==> config.mk <==
export PLATFORM = sky130hd
export DESIGN_NAME = store_queue_mc
export DESIGN_NICKNAME = d
export VERILOG_FILES = /design/src/rtl/store_queue_mc.sv
export SDC_FILE = /design/constraint.sdc
export NUM_CORES = 1
export LEC_CHECK = 0
export BUFFER_PORTS_ARGS = -buffer_cell sky130_fd_sc_hd__buf_4
export CORE_MARGIN = 2
export CORE_UTILIZATION = 65
export CTS_CLUSTER_DIAMETER = 100
export DETAILED_ROUTE_END_ITERATION = 8
export PLACE_DENSITY = 0.84
export SLEW_MARGIN = 10
export SYNTH_ARGS = -nofsm -noshare
export SYNTH_HDL_FRONTEND = slang
export SYNTH_SLANG_ARGS = --single-unit
==> constraint.sdc <==
create_clock -name clk_i -period 29.2 [get_ports clk_i]
set_input_delay 7.3 -clock clk_i [delete_from_list [all_inputs] [get_ports clk_i]]
set_output_delay 7.3 -clock clk_i [all_outputs]
set_load 0.01 [all_outputs]
==> src/rtl/store_queue_mc.sv <==
// Multi-commit store queue: in-order allocate, out-of-order write-back, up to COMMIT_WIDTH_P
// commits per cycle, single-port drain to memory, store-to-load forwarding and squash on flush.
module store_queue_mc #(
  parameter int WORD_SIZE_P    = 16,
  parameter int SB_ENTRY_P     = 8,
  parameter int COMMIT_WIDTH_P = 2,
  localparam int IW = $clog2(SB_ENTRY_P),
  localparam int CW = $clog2(COMMIT_WIDTH_P + 1)
) (
  input  logic                   clk_i,
  input  logic                   reset_i,
  input  logic                   alloc_v_i,
  output logic                   alloc_ready_o,
  output logic [IW-1:0]          alloc_entry_o,
  input  logic                   wb_v_i,
  input  logic [IW-1:0]          wb_entry_i,
  input  logic [WORD_SIZE_P-1:0] wb_addr_i,
  input  logic [WORD_SIZE_P-1:0] wb_data_i,
  input  logic [CW-1:0]          commit_cnt_i,
  input  logic                   flush_i,
  input  logic [WORD_SIZE_P-1:0] ld_addr_i,
  input  logic [IW-1:0]          ld_sb_num_i,
  output logic                   ld_fwd_v_o,
  output logic [WORD_SIZE_P-1:0] ld_fwd_data_o,
  output logic                   ld_replay_o,
  output logic                   mem_v_o,
  output logic [WORD_SIZE_P-1:0] mem_addr_o,
  output logic [WORD_SIZE_P-1:0] mem_data_o,
  input  logic                   mem_ready_i,
  output logic                   clear_v_o,
  output logic [IW-1:0]          clear_num_o,
  output logic [SB_ENTRY_P-1:0]  wb_vector_o,
  output logic [IW-1:0]          commit_pt_o,
  output logic                   empty_o
);

  typedef enum logic [1:0] {
    ST_FREE  = 2'd0,
    ST_ALLOC = 2'd1,
    ST_WB    = 2'd2,
    ST_CMT   = 2'd3
  } entry_state_e;

  logic [IW:0]            head_r, commit_r, tail_r;
  entry_state_e           state_r     [SB_ENTRY_P];
  entry_state_e           state_nxt_s [SB_ENTRY_P];
  logic [WORD_SIZE_P-1:0] addr_r      [SB_ENTRY_P];
  logic [WORD_SIZE_P-1:0] data_r      [SB_ENTRY_P];
  logic [IW-1:0]          scan_idx_s  [SB_ENTRY_P];

  logic [IW-1:0]         head_idx_s, tail_idx_s;
  logic                  full_s, alloc_fire_s, mem_v_s, drain_fire_s;
  logic [IW:0]           commit_nxt_s, squash_cnt_s, scan_len_s, live_len_s;
  logic [SB_ENTRY_P-1:0] covered_s, squash_s, wb_hit_s, wb_now_s;
  logic                  fwd_hit_s, fwd_pend_s;
  logic [WORD_SIZE_P-1:0] fwd_data_s;
  logic                  wb_bad_s, commit_bad_s;

  // Ring distance from b forward to a, widened so it compares against full pointer counts.
  function automatic logic [IW:0] ring_off(input logic [IW-1:0] a, input logic [IW-1:0] b);
    logic [IW-1:0] d;
    d = a - b;
    return {1'b0, d};
  endfunction

  assign head_idx_s = head_r[IW-1:0];
  assign tail_idx_s = tail_r[IW-1:0];

  // Pointer-derived status and handshakes; alloc_ready depends only on registered pointers.
  always_comb begin
    full_s        = (head_idx_s == tail_idx_s) && (head_r[IW] != tail_r[IW]);
    empty_o       = (head_r == tail_r);
    alloc_ready_o = ~full_s;
    alloc_fire_s  = alloc_v_i & ~full_s & ~flush_i;
    mem_v_s       = (head_r != commit_r) && (state_r[head_idx_s] == ST_CMT);
    drain_fire_s  = mem_v_s & mem_ready_i;
    commit_nxt_s  = commit_r + (IW+1)'(commit_cnt_i);
    squash_cnt_s  = tail_r - commit_nxt_s;
    alloc_entry_o = tail_idx_s;
    commit_pt_o   = commit_r[IW-1:0];
    mem_v_o       = mem_v_s;
    mem_addr_o    = mem_v_s ? addr_r[head_idx_s] : {WORD_SIZE_P{1'b0}};
    mem_data_o    = mem_v_s ? data_r[head_idx_s] : {WORD_SIZE_P{1'b0}};
    clear_v_o     = drain_fire_s;
    clear_num_o   = head_idx_s;
  end

  // Per-entry next state: squash beats drain/alloc, commit beats a same-cycle write-back.
  always_comb begin
    for (int i = 0; i < SB_ENTRY_P; i++) begin
      covered_s[i] = ring_off(IW'(i), commit_r[IW-1:0]) < (IW+1)'(commit_cnt_i);
      squash_s[i]  = flush_i && (ring_off(IW'(i), commit_nxt_s[IW-1:0]) < squash_cnt_s);
      wb_now_s[i]  = (state_r[i] == ST_WB);
      wb_hit_s[i]  = wb_v_i && (wb_entry_i == IW'(i)) && !squash_s[i] &&
                     ((state_r[i] == ST_ALLOC) || (state_r[i] == ST_WB));
      wb_vector_o[i] = (state_r[i] == ST_WB) || (state_r[i] == ST_CMT);
      if (squash_s[i]) begin
        state_nxt_s[i] = ST_FREE;
      end else if (drain_fire_s && (head_idx_s == IW'(i))) begin
        state_nxt_s[i] = ST_FREE;
      end else if (alloc_fire_s && (tail_idx_s == IW'(i))) begin
        state_nxt_s[i] = ST_ALLOC;
      end else if (covered_s[i]) begin
        state_nxt_s[i] = ST_CMT;
      end else if (wb_hit_s[i]) begin
        state_nxt_s[i] = ST_WB;
      end else begin
        state_nxt_s[i] = state_r[i];
      end
    end
  end

  // Forwarding scan from oldest to youngest: a later match clears any older pending ALLOC.
  always_comb begin
    fwd_hit_s  = 1'b0;
    fwd_pend_s = 1'b0;
    fwd_data_s = {WORD_SIZE_P{1'b0}};
    scan_len_s = ring_off(ld_sb_num_i, head_idx_s);
    live_len_s = tail_r - head_r;
    for (int k = 0; k < SB_ENTRY_P; k++) begin
      scan_idx_s[k] = head_idx_s + IW'(k);
      if (((IW+1)'(k) < scan_len_s) && ((IW+1)'(k) < live_len_s)) begin
        if (((state_r[scan_idx_s[k]] == ST_WB) || (state_r[scan_idx_s[k]] == ST_CMT)) &&
            (addr_r[scan_idx_s[k]] == ld_addr_i)) begin
          fwd_hit_s  = 1'b1;
          fwd_pend_s = 1'b0;
          fwd_data_s = data_r[scan_idx_s[k]];
        end else if (state_r[scan_idx_s[k]] == ST_ALLOC) begin
          fwd_pend_s = 1'b1;
        end else begin
          fwd_pend_s = fwd_pend_s;
        end
      end else begin
        fwd_pend_s = fwd_pend_s;
      end
    end
    ld_fwd_v_o    = fwd_hit_s & ~fwd_pend_s;
    ld_replay_o   = fwd_pend_s;
    ld_fwd_data_o = (fwd_hit_s & ~fwd_pend_s) ? fwd_data_s : {WORD_SIZE_P{1'b0}};
  end

  // Protocol-violation flags consumed by the checker.
  always_comb begin
    wb_bad_s     = wb_v_i && ((state_r[wb_entry_i] == ST_FREE) || (state_r[wb_entry_i] == ST_CMT));
    commit_bad_s = ((IW+1)'(commit_cnt_i) > (tail_r - commit_r)) || |(covered_s & ~wb_now_s);
  end

  // Queue state registers.
  always_ff @(posedge clk_i or posedge reset_i) begin
    if (reset_i) begin
      head_r   <= {(IW+1){1'b0}};
      commit_r <= {(IW+1){1'b0}};
      tail_r   <= {(IW+1){1'b0}};
      for (int i = 0; i < SB_ENTRY_P; i++) begin
        state_r[i] <= ST_FREE;
        addr_r[i]  <= {WORD_SIZE_P{1'b0}};
        data_r[i]  <= {WORD_SIZE_P{1'b0}};
      end
    end else begin
      head_r   <= head_r + (IW+1)'(drain_fire_s);
      commit_r <= commit_nxt_s;
      tail_r   <= flush_i ? commit_nxt_s : tail_r + (IW+1)'(alloc_fire_s);
      for (int i = 0; i < SB_ENTRY_P; i++) begin
        state_r[i] <= state_nxt_s[i];
        if (wb_hit_s[i]) begin
          addr_r[i] <= wb_addr_i;
          data_r[i] <= wb_data_i;
        end
      end
    end
  end

  store_queue_mc_chk u_chk (
    .clk        (clk_i),
    .rst        (reset_i),
    .wb_bad     (wb_bad_s),
    .commit_bad (commit_bad_s)
  );

endmodule

// Protocol checks on the store queue's write-back and commit inputs.
module store_queue_mc_chk (
  input logic clk,
  input logic rst,
  input logic wb_bad,
  input logic commit_bad
);

  a_wb_legal: assert property (@(posedge clk) disable iff (rst) !wb_bad)
    else $error("store_queue_mc: write-back to a free or committed entry");

  a_commit_legal: assert property (@(posedge clk) disable iff (rst) !commit_bad)
    else $error("store_queue_mc: commit covers an entry not written back or beyond tail");

endmodule
== Yosys cells after proc, flatten, opt, wreduce, memory -nomap -nowiden ==
Index checks and enable logic that the tools add are counted.
Storage, ports and cells
  bits in registers: 284
Operators by class
  order comparisons: 37
  reduce and logical (&&, ||, !) cells: 106
  add/sub/neg operators: 28
  bitwise gates (word level): 14
  muxes and demuxes: 156
  equal/unequal tests: 77
Operator list (number)
  16-bit 2-to-1 mux: 45
  16-bit binary-select mux with 3-bit select: 14
  16-bit equality test: 7
  2-bit 2-to-1 mux: 54
  1-bit logical AND: 64
  2-bit equality test, second input constant: 30
  2-bit binary-select mux with 3-bit select: 7
  5-bit nonzero test: 8
  3-bit equality test, second input constant: 12
  1-bit 2-to-1 mux: 35
  3-bit by 4-bit less-than comparator with 1-bit output: 8
  2-bit by 1-bit equality test with 1-bit output, second input constant: 15
  4-bit greater-or-equal comparator, second input constant: 7
  3-bit NOT with 4-bit output: 7
  3-bit by 2-bit less-than comparator with 1-bit output: 8
  3-bit subtractor, first input constant: 8
  1-bit logical OR: 23
  3-bit by 2-bit equality test with 1-bit output, second input constant: 6
  3-bit by 4-bit less-than comparator with 1-bit output, first input constant: 3
  1-bit by 3-bit subtractor with 3-bit output, first input constant: 4
  2-bit by 3-bit subtractor with 3-bit output, first input constant: 4
  3-bit adder, second input constant: 3
  3-bit by 1-bit equality test with 1-bit output, second input constant: 3
  3-bit logical NOT: 3
  other kinds (19): 40

== Logic depth before layout (Yosys ltp) ==
Gate-level depths: netlist of the first run.
  depth after elaboration: 30
  mapped depth: 24
  gate-level depth less buffers: 13

== Worst setup path after synthesis of the first run ==
No wires, ideal clock.
  path kind: input -> output
  from: in ld_sb_num_i[0]
  to: out ld_fwd_data_o[10]
  arrival time: 10.383 ns
  required time: 21.900 ns
  stages on the path: 14
  slack: 11.517 ns
  cell sequence: inv_1 > ha_1 > fa_1 > xnor2_1 > xnor2_1 > nand2_1 > o31ai_1 > or4_1 > nor4_4 > buf_2 > buf_2 > a221oi_1 > or3_1 > a31oi_1
On the way
  cells in the longest elaborated chain, start to end: 25
  elaborated cells between the ends (all ways): 63
Ends and longest elaborated chain
  from (decl): RTL line 22  | input logic [IW-1:0] ld_sb_num_i,
  3-bit subtractor (*): RTL line 62  | d = a - b;
  1-bit by 3-bit less-than comparator with 1-bit output: RTL line 122  | if (((IW+1)'(k) < scan_len_s) && ((IW+1)'(k) < live_len_s)) begin
  1-bit logical AND: RTL line 122
  1-bit 2-to-1 mux: RTL line 122
  1-bit 2-to-1 mux: RTL line 128  | end else if (state_r[scan_idx_s[k]] == ST_ALLOC) begin
  1-bit 2-to-1 mux: RTL line 123  | if (((state_r[scan_idx_s[k]] == ST_WB) || (state_r[scan_idx_s[k]] == ST_CMT)) &&
  1-bit 2-to-1 mux: RTL line 122
  1-bit 2-to-1 mux: RTL line 128
  (+9 left out)
  1-bit 2-to-1 mux: RTL line 123
  1-bit 2-to-1 mux: RTL line 122
  1-bit 2-to-1 mux: RTL line 128
  1-bit 2-to-1 mux: RTL line 123
  1-bit 2-to-1 mux: RTL line 122
  1-bit NOT: RTL line 139  | ld_fwd_data_o = (fwd_hit_s & ~fwd_pend_s) ? fwd_data_s : {WORD_SIZE_P{1'b0}};
  1-bit bitwise AND: RTL line 139
  16-bit 2-to-1 mux (*): RTL line 139
  to (decl): RTL line 24  | output logic [WORD_SIZE_P-1:0] ld_fwd_data_o,
Mark *: on every way between the ends. The rest lies on a longest branch, timed or not.

== Worst setup path after layout of the first run ==
  from: in ld_sb_num_i[0]
  to: out ld_fwd_data_o[0]
The elaborated chain is that of the path after synthesis.

==> results of run 1 <==
==> cell families (layout without fill, tap and decap cells) <==
group	count (synthesis)	count (layout)	synth area share
muxes	842	842	0.459
xor gates and xnor gates	152	152	0.0493
DFF	284	284	0.263
AOI/OAI and AO/OA	233	233	0.0649
adders and majority gates	61	61	0.0296
buffers and inverters	252	272	0.0497
and+or+nand+nor	454	454	0.0840
other	0	3	0
==> cell usage after synthesis, types with 23 or more instances <==
cell / number
a221oi_1: 24
buf_1: 31
xor2_1: 91
mux4_2: 278
buf_4: 23
nand3_1: 29
inv_1: 38
xnor2_1: 61
dfrtp_1: 284
mux2i_1: 271
clkbuf_1: 60
a22oi_1: 27
buf_6: 23
or2_2: 27
buf_2: 70
a21oi_1: 46
nor2_1: 68
mux2_2: 282
ha_1: 56
nand2_1: 177
==> per-stage QoR <==
stage | worst slack [ns] | cells | hold slack, ns | area, um2 | utilization
3_5_place_dp | 10.68 | 2770 | 0.537 | 27900 | 0.682
4_1_cts | 10.67 | 2830 | 0.548 | 29100 | 0.710
5_1_grt | 10.32 | 2833 | 0.573 | 29100 | 0.710
2_1_floorplan | 11.52 | 2278 | 0.501 | 27000 | -
6_report | 10.46 | 2833 | 0.544 | 29100 | 0.710
3_3_place_gp | 10.69 | 2770 | 0.532 | 27900 | 0.682
==> worst max-delay path by stage <==
stage,startpoint,endpoint,slack [ns],depth (start not counted)
2_1_floorplan,ld_sb_num_i[0],ld_fwd_data_o[10],11.52,14
3_3_place_gp,ld_sb_num_i[0],ld_fwd_data_o[0],10.69,13
3_5_place_dp,ld_sb_num_i[0],ld_fwd_data_o[0],10.68,13
4_1_cts,ld_sb_num_i[0],ld_fwd_data_o[0],10.67,13
5_1_grt,ld_sb_num_i[0],ld_fwd_data_o[6],10.32,13
6_report,ld_sb_num_i[0],ld_fwd_data_o[0],10.46,13
==> area by class of cell <==
class	instances	area (um2)	area share
Sequential cell	284	7120	0.245
Antenna cell	3	7.51	0.000258
Inverter	41	164	0.00564
Timing Repair Buffer	171	1300	0.0446
Multi-Input combinational cell	1742	18700	0.642
Clock buffer	41	928	0.0319
Clock inverter	19	214	0.00736
Tap cell	532	666	0.0229
==> cell usage in the layout (no fill, tap or decap), types with 28 or more instances in the layout <==
cell,instances
dfrtp_1,281
xor2_1,90
nand2_1,175
xnor2_1,60
mux4_2,278
ha_1,52
clkbuf_16,35
mux2_2,282
buf_4,170
a21oi_1,46
nand3_1,28
inv_1,37
mux2i_1,271
nor2_1,68
==> routing by layer <==
metal / vias up / share of wire / global-route usage
met1: 10837 / 0.36 / 0.502
met5: - / 0 / 0
li1: 8813 / - / -
met2: 1527 / 0.47 / 0.607
met3: 370 / 0.11 / 0.0911
met4: 0 / 0.058 / 0.209
==> flip-flops by register name, indices dropped and copies added (netlist names) <==
signal    count
tail_r        4
addr_r      128
data_r      128
state_r      16
head_r        4
commit_r      4
==> impl_metrics.py, run 1 <==
metrics = {
    "outcome": {
        "outcome": "complete, no violations",
    },
    "sta": {
        "hold_viol_final": 0,
        "slew_headroom": 0.111,
        "period_needed_ns": 18.74,
        "setup_viol": 0,
        "timing.final.crit_share": 0.642,
        "fin_setup_tns_ns": 0,
        "max_clock_freq_mhz": 53.4,
        "slew_violations": 0,
        "clock_skew_ns": 0.0333,
        "worst_pin_slew_ns": 1.33,
        "rsz0062_at_grt": "no",
    },
    "worst_setup_path": {
        "cp_slowest_stage_delay_ns": 0.93,
        "reg2regPathDepth": 11,
        "worstSetupPathType": "input port to output port",
        "timing.critical_path.cells": "buf_4 > inv_1 > ha_1 > fa_1 > xnor2_1 > xnor2_1 > nor4_1 > nor4b_1 > and2_1 > o221a_2 > o21ai_2 > a31oi_1 > buf_4",
        "worstPathArrival_ns": 11.44,
        "reg2reg_to": "data_r[29]",
        "cp_data_required_time_ns": 21.90,
        "worstPathMaxFanout": 19,
        "cp-end-kind": "output port",
        "cp_top_family": "simple AND/OR/NAND/NOR gates",
        "r2r_start": "commit_r[0]",
        "startpoint_type": "input port",
        "worst_path_max_delay_cell": "and2_1",
        "crit_buf_inv": 3,
        "r2r_slack_ns": 24.12,
    },
    "floorplan": {
        "core_area_um2": 40900,
        "std_cell_rows": 74,
        "die_h_um": 208,
        "io_pins": 133,
        "start_util": 0.660,
        "fp.dieW_um": 208,
        "fp.dieArea_um2": 43200,
    },
    "route": {
        "drc_errors": 0,
        "wire_per_inst_um": 29.5,
        "wl_um": 83500,
        "ant_nets": 0,
        "vias_per_cell": 7.61,
        "drtPass1Iterations": 6,
        "via_count": 21547,
        "drt_iter0_drc": 2769,
    },
    "cts": {
        "cts_root_buffer": "clkbuf_16",
        "cts_max_level": 2,
        "clock-sinks": 284,
        "clk_path_buf_depth": 3,
        "post_cts_buffers": 0,
        "cts_tree": "yes",
        "ctsResizeCount": 0,
        "clkTransAtPathRegs_ns": 0.06,
        "ctsHoldBuffers": 0,
        "clock_latency_ns": 0.57,
        "numCtsBuffers": 34,
    },
    "placed_design": {
        "io_buffers": 132,
        "dp_hpwl_um": 54400,
        "place_congestion": 1.07,
    },
    "final_layout": {
        "drive_gt1_frac": 0.371,
        "nNetsFinal": 2397,
        "area_delta_synth_final_pct": 7.59,
        "n_fill_cell": 2775,
    },
    "synthesis": {
        "netlist_area_um2": 27000,
        "async_flop_share": 1.00,
        "netlist.area_leader.share": 0.263,
        "ys_types": 81,
        "ys_seq_area_frac": 0.263,
        "yosys_warnings": 0,
        "syn-instance-count": 2278,
        "post-synth-top-area-cell": "dfrtp_1",
        "synth_seq_cells": 284,
        "ys.flop_type": "dfrtp_1",
        "synth-edff-count": 0,
        "postSynthAreaPerCell_um2": 11.9,
        "synth_nets": 2401,
        "synthTopCellsByArea": "dfrtp_1, mux4_2, mux2_2",
    },
    "global_routing": {
        "grt_overflow_total": 0,
        "first_global_vias": 21734,
        "grt_pass1_wl_um": 130000,
        "grt_usage": 0.387,
        "antenna_found_initial": 3,
        "grt_max_degree": 137,
    },
    "flow_run": {
        "cap_violations": 0,
    },
    "worst_hold_path": {
        "min_path_cells": 1,
        "holdCritStartpoint": "head_r[3]",
        "hold_class": "flop to flop",
        "hold_path_end": "head_r[3]",
    },
}
Power of run 1 is left out: the tool's default activity adds up to more than one toggle a clock period on the data nets, which glitch-free logic cannot reach.
==> inputs of run 2 (changes only) <==
- CORE_UTILIZATION: 65 -> 64
- PLACE_DENSITY: 0.84 -> 0.83
- clock period: 29.2 -> 18.48 ns (I/O delays scaled with it)
==> impl_metrics.py, run 2 (synthesis gave the netlist of run 1 again) <==
metrics = {
    "outcome": {
        "outcome": "complete, no violations",
    },
    "route": {
        "wire_per_inst_um": 29.4,
        "vias_per_cell": 7.66,
        "drt_iter0_drc": 3054,
        "wl_um": 83400,
        "ant_nets": 0,
        "via_count": 21780,
        "drc_errors": 0,
        "drtPass1Iterations": 8,
    },
    "worst_setup_path": {
        "crit_buf_inv": 3,
        "reg2reg_to": "addr_r[10]",
        "worstPathMaxFanout": 14,
        "timing.critical_path.cells": "buf_4 > inv_1 > ha_1 > fa_1 > xnor2_1 > xnor2_1 > a32o_1 > nor3_1 > nor3b_4 > a221oi_1 > or3_1 > a31oi_1 > buf_4",
        "startpoint_type": "input port",
        "cp_slowest_stage_delay_ns": 0.85,
        "worst_path_max_delay_cell": "nor3b_4",
        "r2r_slack_ns": 13.11,
        "r2r_start": "commit_r[0]",
        "cp_top_family": "simple AND/OR/NAND/NOR gates",
        "worstPathArrival_ns": 8.85,
        "worstSetupPathType": "input port to output port",
        "cp_data_required_time_ns": 13.86,
        "cp-end-kind": "output port",
        "reg2regPathDepth": 12,
    },
    "sta": {
        "timing.final.crit_share": 0.729,
        "clock_skew_ns": 0.0102,
        "worst_pin_slew_ns": 1.13,
        "slew_headroom": 0.246,
        "period_needed_ns": 13.47,
        "rsz0062_at_grt": "no",
        "fin_setup_tns_ns": 0,
        "max_clock_freq_mhz": 74.3,
        "setup_viol": 0,
        "slew_violations": 0,
        "hold_viol_final": 0,
    },
    "global_routing": {
        "grt_usage": 0.383,
        "grt_pass1_wl_um": 129000,
        "grt_max_degree": 184,
        "grt_overflow_total": 0,
        "first_global_vias": 21851,
        "antenna_found_initial": 2,
    },
    "cts": {
        "clock_latency_ns": 0.56,
        "cts_tree": "yes",
        "cts_max_level": 2,
        "ctsResizeCount": 0,
        "ctsHoldBuffers": 0,
        "clkTransAtPathRegs_ns": 0.06,
        "clk_path_buf_depth": 3,
        "clock-sinks": 284,
        "cts_root_buffer": "clkbuf_16",
        "numCtsBuffers": 34,
        "post_cts_buffers": 0,
    },
    "final_layout": {
        "area_delta_synth_final_pct": 7.85,
        "n_fill_cell": 2895,
        "multiInputGateArea_um2": 18700,
        "final_common_cell": "mux2_2",
        "top_regs": "addr_r x128, data_r x128, state_r x16",
        "drive_gt1_frac": 0.372,
        "regArea_um2": 7120,
        "nNetsFinal": 2399,
        "most-common-layout-cells": "mux2_2, dfrtp_1, mux4_2, mux2i_1, nand2_1",
        "instances_no_fill": 2842,
    },
    "floorplan": {
        "die_h_um": 209,
        "fp.dieArea_um2": 43900,
        "core_area_um2": 41800,
        "start_util": 0.647,
        "io_pins": 133,
        "fp.dieW_um": 209,
        "std_cell_rows": 75,
    },
    "placed_design": {
        "place_congestion": 1.00,
        "io_buffers": 132,
        "dp_hpwl_um": 52900,
        "dp.cells": 2779,
    },
    "worst_hold_path": {
        "min_path_cells": 1,
        "holdCritStartpoint": "head_r[3]",
        "hold_class": "flop to flop",
        "hold_path_end": "head_r[3]",
    },
    "flow_run": {
        "cap_violations": 0,
    },
}
## run 2: cell types whose count changed in the layout (fill, tap and decap cells not counted), sizes merged
cell,delta
diode,-1
clkinvlp,-1
clkinv,-1
buf,+2
clkbuf,+3
## run 2: how the worst max path moves through the flow
stage,from,end,cells past startpoint
floorplan,reset_i,addr_r[0],1
global placement,ld_sb_num_i[0],ld_fwd_data_o[5],15
detailed placement,ld_sb_num_i[0],ld_fwd_data_o[5],13
CTS,ld_sb_num_i[0],ld_fwd_data_o[5],13
global route,ld_sb_num_i[0],ld_fwd_data_o[5],13
finish,ld_sb_num_i[0],ld_fwd_data_o[5],13
## run 2: layout make-up
type,instances,area share
Tap cell,539,0.0232
Antenna cell,2,0.000172
Timing Repair Buffer,173,0.0450
Multi-Input combinational cell,1742,0.641
Clock inverter,17,0.00717
Inverter,41,0.00563
Clock buffer,44,0.0336
Sequential cell,284,0.244
## run 2: metal layers
layer	up-vias	routed length [um]	global-route usage	part of all wire
li1	8818	-	-	-
met1	10907	29900	0.497	0.36
met2	1618	38300	0.595	0.46
met3	437	9520	0.0881	0.11
met4	0	5660	0.223	0.068
met5	-	0	0	0
## run 2: stage by stage
step	worst slack, ns	hold WS (ns)	cell area, um2	util
floorplan	6.02	0.501	27000	-
global placement	5.28	0.519	27900	0.669
detailed placement	5.11	0.549	27900	0.669
CTS	5.09	0.559	29100	0.697
global route	4.90	0.580	29100	0.698
finish	5.01	0.554	29100	0.698
Power of run 2 is left out for the same reason.
